[config.mk]
export PLATFORM = sky130hd
export DESIGN_NAME = seven_seg_mux
export DESIGN_NICKNAME = d
export VERILOG_FILES = /design/src/rtl/seven_seg_mux.sv
export SDC_FILE = /design/constraint.sdc
export NUM_CORES = 1
export LEC_CHECK = 0
export BUFFER_PORTS_ARGS = -buffer_cell sky130_fd_sc_hd__buf_4
export CAP_MARGIN = 0
export CORE_MARGIN = 3
export CORE_UTILIZATION = 55
export CTS_CLUSTER_DIAMETER = 120
export DETAILED_ROUTE_END_ITERATION = 8
export GPL_TIMING_DRIVEN = 0
export PLACE_DENSITY = 0.84
export SLEW_MARGIN = 5
export SYNTH_ARGS = -nofsm -noshare
export SYNTH_HDL_FRONTEND = slang
export SYNTH_SLANG_ARGS = --single-unit
export TNS_END_PERCENT = 10
[constraint.sdc]
create_clock -name clk -period 2.5 [get_ports clk]
set_input_delay 0.375 -clock clk [delete_from_list [all_inputs] [get_ports clk]]
set_output_delay 0.375 -clock clk [all_outputs]
set_load 0.1 [all_outputs]
[src/rtl/seven_seg_mux.sv]
// seven_seg_mux: time-multiplexed N-digit seven-segment driver
// with double-buffered value, anti-ghost blanking and LZ suppression.
module seven_seg_mux #(
  parameter int N_DIGITS       = 4,
  parameter int REFRESH_DIV    = 50000,
  parameter int BLANK_CYCLES   = 500,
  parameter int SEG_ACTIVE_LOW = 0,
  parameter int AN_ACTIVE_LOW  = 1
) (
  input  logic                  clk,
  input  logic                  rst_n,
  input  logic [4*N_DIGITS-1:0] value,
  input  logic [N_DIGITS-1:0]   dp_in,
  input  logic                  load,
  input  logic                  lz_blank,
  output logic [6:0]            seg,
  output logic                  dp,
  output logic [N_DIGITS-1:0]   an,
  output logic                  frame_done
);

  localparam int VW = 4 * N_DIGITS;
  localparam int DW = (N_DIGITS > 1) ? $clog2(N_DIGITS) : 1;
  localparam int CW = $clog2(REFRESH_DIV);

  localparam logic [CW-1:0] CNT_LAST  = CW'(REFRESH_DIV - 1);
  localparam logic [CW-1:0] BLANK_END = CW'(BLANK_CYCLES);
  localparam logic [DW-1:0] DIG_LAST  = DW'(N_DIGITS - 1);

  function automatic logic [6:0] hex7(input logic [3:0] h);
    logic [6:0] s;
    case (h)
      4'h0: s = 7'h3F;
      4'h1: s = 7'h06;
      4'h2: s = 7'h5B;
      4'h3: s = 7'h4F;
      4'h4: s = 7'h66;
      4'h5: s = 7'h6D;
      4'h6: s = 7'h7D;
      4'h7: s = 7'h07;
      4'h8: s = 7'h7F;
      4'h9: s = 7'h6F;
      4'hA: s = 7'h77;
      4'hB: s = 7'h7C;
      4'hC: s = 7'h39;
      4'hD: s = 7'h5E;
      4'hE: s = 7'h79;
      default: s = 7'h71;
    endcase
    return s;
  endfunction

  logic [CW-1:0]       div_cnt_q, div_cnt_d;
  logic [DW-1:0]       dig_q, dig_d;
  logic [VW-1:0]       pend_val_q, pend_val_d;
  logic [N_DIGITS-1:0] pend_dp_q, pend_dp_d;
  logic                pend_valid_q, pend_valid_d;
  logic [VW-1:0]       disp_val_q, disp_val_d;
  logic [N_DIGITS-1:0] disp_dp_q, disp_dp_d;
  logic [6:0]          seg_q, seg_d;
  logic                dp_q, dp_d;
  logic [N_DIGITS-1:0] an_q, an_d;
  logic                frame_done_q, frame_done_d;

  logic                last_cnt;
  logic                boundary;
  logic [N_DIGITS-1:0] onehot;
  logic [N_DIGITS-1:0] supp;
  logic                hi_zero;
  logic [3:0]          nib;
  logic                sel_supp;

  // Refresh divider and digit scan counter
  always_comb begin
    last_cnt  = (div_cnt_q == CNT_LAST);
    boundary  = last_cnt && (dig_q == DIG_LAST);
    div_cnt_d = last_cnt ? '0 : div_cnt_q + 1'b1;
    dig_d     = dig_q;
    if (last_cnt) begin
      dig_d = (dig_q == DIG_LAST) ? '0 : dig_q + 1'b1;
    end
  end

  // Pending/display buffers; display only changes at a frame boundary
  always_comb begin
    pend_val_d   = pend_val_q;
    pend_dp_d    = pend_dp_q;
    pend_valid_d = pend_valid_q;
    disp_val_d   = disp_val_q;
    disp_dp_d    = disp_dp_q;
    if (boundary && pend_valid_q) begin
      disp_val_d   = pend_val_q;
      disp_dp_d    = pend_dp_q;
      pend_valid_d = 1'b0;
    end
    if (load) begin
      pend_val_d   = value;
      pend_dp_d    = dp_in;
      pend_valid_d = 1'b1;
    end
  end

  // Leading-zero mask: digit k blank when nibbles k..top are all zero
  always_comb begin
    hi_zero = 1'b1;
    supp    = '0;
    for (int k = N_DIGITS - 1; k >= 0; k--) begin
      hi_zero = hi_zero & (disp_val_q[4*k +: 4] == 4'h0);
      supp[k] = hi_zero & ~disp_dp_q[k];
    end
    supp[0] = 1'b0;
  end

  // Next registered pin values (active-high internally)
  always_comb begin
    onehot       = N_DIGITS'(1) << dig_q;
    nib          = 4'(disp_val_q >> {dig_q, 2'b00});
    sel_supp     = lz_blank && |(supp & onehot);
    seg_d        = sel_supp ? 7'h00 : hex7(nib);
    dp_d         = ~sel_supp & |(disp_dp_q & onehot);
    an_d         = (div_cnt_q < BLANK_END) ? '0 : onehot;
    frame_done_d = boundary;
  end

  // State registers with synchronous active-low reset
  always_ff @(posedge clk) begin
    if (!rst_n) begin
      div_cnt_q    <= '0;
      dig_q        <= '0;
      pend_val_q   <= '0;
      pend_dp_q    <= '0;
      pend_valid_q <= 1'b0;
      disp_val_q   <= '0;
      disp_dp_q    <= '0;
      seg_q        <= '0;
      dp_q         <= 1'b0;
      an_q         <= '0;
      frame_done_q <= 1'b0;
    end else begin
      div_cnt_q    <= div_cnt_d;
      dig_q        <= dig_d;
      pend_val_q   <= pend_val_d;
      pend_dp_q    <= pend_dp_d;
      pend_valid_q <= pend_valid_d;
      disp_val_q   <= disp_val_d;
      disp_dp_q    <= disp_dp_d;
      seg_q        <= seg_d;
      dp_q         <= dp_d;
      an_q         <= an_d;
      frame_done_q <= frame_done_d;
    end
  end

  assign seg        = (SEG_ACTIVE_LOW != 0) ? ~seg_q : seg_q;
  assign dp         = (SEG_ACTIVE_LOW != 0) ? ~dp_q : dp_q;
  assign an         = (AN_ACTIVE_LOW != 0) ? ~an_q : an_q;
  assign frame_done = frame_done_q;

endmodule

==> reports/qor.csv <==
metric,value,unit
WP buf/inv,1,
max-cap viol count,0,
register area share after synthesis,43.4,%
pwr dens,584,nW/µm²
FMAX,0.436,GHz
layout cells sized above 1,27.7,%
CTS tree,yes,
status,"complete, no violations",
crit path time final,2290,ps
Setup Crit Path Kind,flop to flop,
Crit path arrival time,2550,ps
hpwl dp,4.88,mm
cell count after synthesis,343,
ANT cells,0,
drt drc,0,
Yosys top cell by area,dfxtp_1,
post-layout util,68.5,%
reg2reg setup slack,210,ps
clock root cell,clkbuf_8,
total clock sinks,72,
wire per inst,14.2,µm
HP Class,input pin to flop,
min-delay src,value[7],
RSZ-0062 raised after global routing,no,
CP Depth,7,
"slowest stage cell, crit path",mux4_2,
RR Startpoint,dig_q[0]$_SDFFE_PN0N_,
skew final,7.06,ps
dpl ws,-242,ps
hold_ws,295,ps
crit-path max cell delay,570,ps
end of the critical path,seg[0]$_SDFF_PP0_,
Syn Area/Cell,9.69,µm²
RePlAce Congestion,0.882,
Post-synth ARST share,0,%
final setup vio count,0,
clk buf depth,2,
vias per cell,5.36,
initial core utilization,58.6,%
"Area growth, synth to finish",16.9,%
worst-skew pair later-pin latency,340,ps
Synth area leaders,"dfxtp_1 43%, mux2i_1 7.5%, a21boi_2 6.8%",
most common flop cell mapped by yosys,dfxtp_1,
CP Launch Point,dig_q[0]$_SDFFE_PN0N_,
die span in y,83.7,µm
crit path capture type,flop,
"delay-heaviest family, CP",multiplexers,
grt ovf,0,
Post-DP Area,3680,µm²
period utilisation layout,91.8,%
fin. max-slew vios,0,
"most common cell after layout, fill and taps aside",dfxtp_1,
# H-tree levels,3,
DRT Pass-1 Iters,4,
Synth cell types,47,
crit-path cells,"clkbuf_4, mux4_2, ha_1, or3_1, o21ai_0, mux2i_1, a21oi_1",
most frequent cells in the layout,"71 x dfxtp_1, 38 x nand2_1, 38 x buf_4",
Yosys reg bits,72,
reg2reg path depth,7,
startpoint types,flop,
antenna-violating nets left,0,
Post-synth EDFFs,0,
Synth Cell Area,3320,µm²
first-pass GRT wire length,11.3,mm
Leakage Power,0.00150,µW
Final Hold Violating Endpoints,0,
fin nets,425,
Num CTS Buffers,9,
VDD IR max,0.000328,V
clock-pin slew on the worst setup and hold paths,70,ps
"Hold-fix buffers, CTS",0,
final worst setup slack,206,ps
number of global-route vias before repair,2477,
WL final,6.61,mm
CP max FO,9,
Total GRT Usage,19.9,%
worst slew pin tran,793,ps
# rows,27,
final instance area,3890,µm²
Core Box Area,5680,µm²
share of the synthesized area in the top cell type,43.4,%
largest net degree at the start of global routing,12,
warnings from Yosys,0,
CP required,2760,ps
RR Endpoint,seg[0]$_SDFF_PP0_,
DRT iter0 DRCs,158,
initial antenna violation count,0,
syn nets,379,
Die Wd,83.7,µm
port bufs,35,
num ports,37,
die area,7010,µm²
max_slew headroom,47.1,%
DR vias,2497,
-- per-stage QoR --
stage               std cells  TNS [ps]  total power [µW]
CTS                       467         0              2290
global placement          450     -1300              1370
finish                    466         0              2270
global route              466         0              2360
floorplan                 343         0              1320
detailed placement        450     -1670              1380
-- worst min-delay path: stages --
cell,delay (ps)
buf_4,70
mux2i_1,50
nor2b_1,90
-- worst min path at each step --
stage	end	slack [ps]	cells past startpoint
finish	pend_val_q[7]$_SDFFE_PN0P_	300	3
detailed placement	disp_dp_q[0]$_SDFFE_PN0P_	450	2
CTS	pend_val_q[11]$_SDFFE_PN0P_	280	3
floorplan	div_cnt_q[0]$_SDFF_PP0_	430	1
global route	pend_val_q[7]$_SDFFE_PN0P_	290	3
global placement	disp_val_q[0]$_SDFFE_PN0P_	440	2
-- where the power goes --
group          internal, µW  switching (µW)  total [µW]
sequential             1180            16.7        1190
combinational          70.4            88.1         158
clock                   513             406         920
total                  1760             511        2270
-- cell type report --
class / count / area [µm²]
multi-input combinational: 243 / 1750
timing repair buffer: 36 / 270
tap: 72 / 90.1
clock buffer: 13 / 159
inverter: 10 / 37.5
fill: 437 / 1790
clock inverter: 3 / 40.0
buffer: 17 / 98.8
sequential: 72 / 1440
-- logic make-up after synthesis --
kind of cell / share of synthesized area [%]
xor gates and xnor gates: 3.95
adders and majority gates: 4.52
muxes: 9.56
and+or+nand+nor: 22.2
DFF: 43.4
buffers and inverters: 4.14
AOI/OAI and AO/OA: 12.3
-- synth_stat cells (2+ instances only) --
library cell / n
mux2_2: 2
clkbuf_1: 9
a21boi_0: 2
a221oi_1: 3
o21ai_0: 3
a21oi_1: 7
or4_4: 2
buf_2: 2
xor2_1: 10
nor2_1: 26
nand3_1: 5
a22oi_1: 2
inv_1: 10
and4_1: 2
xnor2_1: 5
or3_1: 2
nand2_2: 20
nand2_1: 38
dfxtp_1: 72
a21boi_2: 20
nor3_1: 2
mux4_2: 2
and3_1: 6
nand4_1: 3
ha_1: 12
buf_1: 2
nor4_1: 4
nor2b_1: 23
buf_4: 2
mux2i_1: 25
a311oi_1: 2
buf_6: 3
-- metal layers --
metal,vias up,wire [µm],GRT usage [%]
li1,1258,-,-
met1,1159,3100,26.0
met2,67,3080,31.5
met3,13,306,4.74
met4,0,123,8.04
met5,-,0,0
-- flip-flops by register name, summed over array words and instances, names as in the netlist --
signal / count
disp_val_q: 16
div_cnt_q: 16
pend_val_q: 16
seg: 7
an_q: 4
disp_dp_q: 4
pend_dp_q: 4
dig_q: 2
dp: 1
frame_done: 1
pend_valid_q: 1
-- what timing repair did --
action | 4_1_cts | 5_1_grt
resized for setup | 1 | 3
endpoints found under the setup margin | 8 | 8
pin swaps | 1 | 0
setup buffers | 1 | 0
No activity file was read; power rests on OpenSTA's default activity.
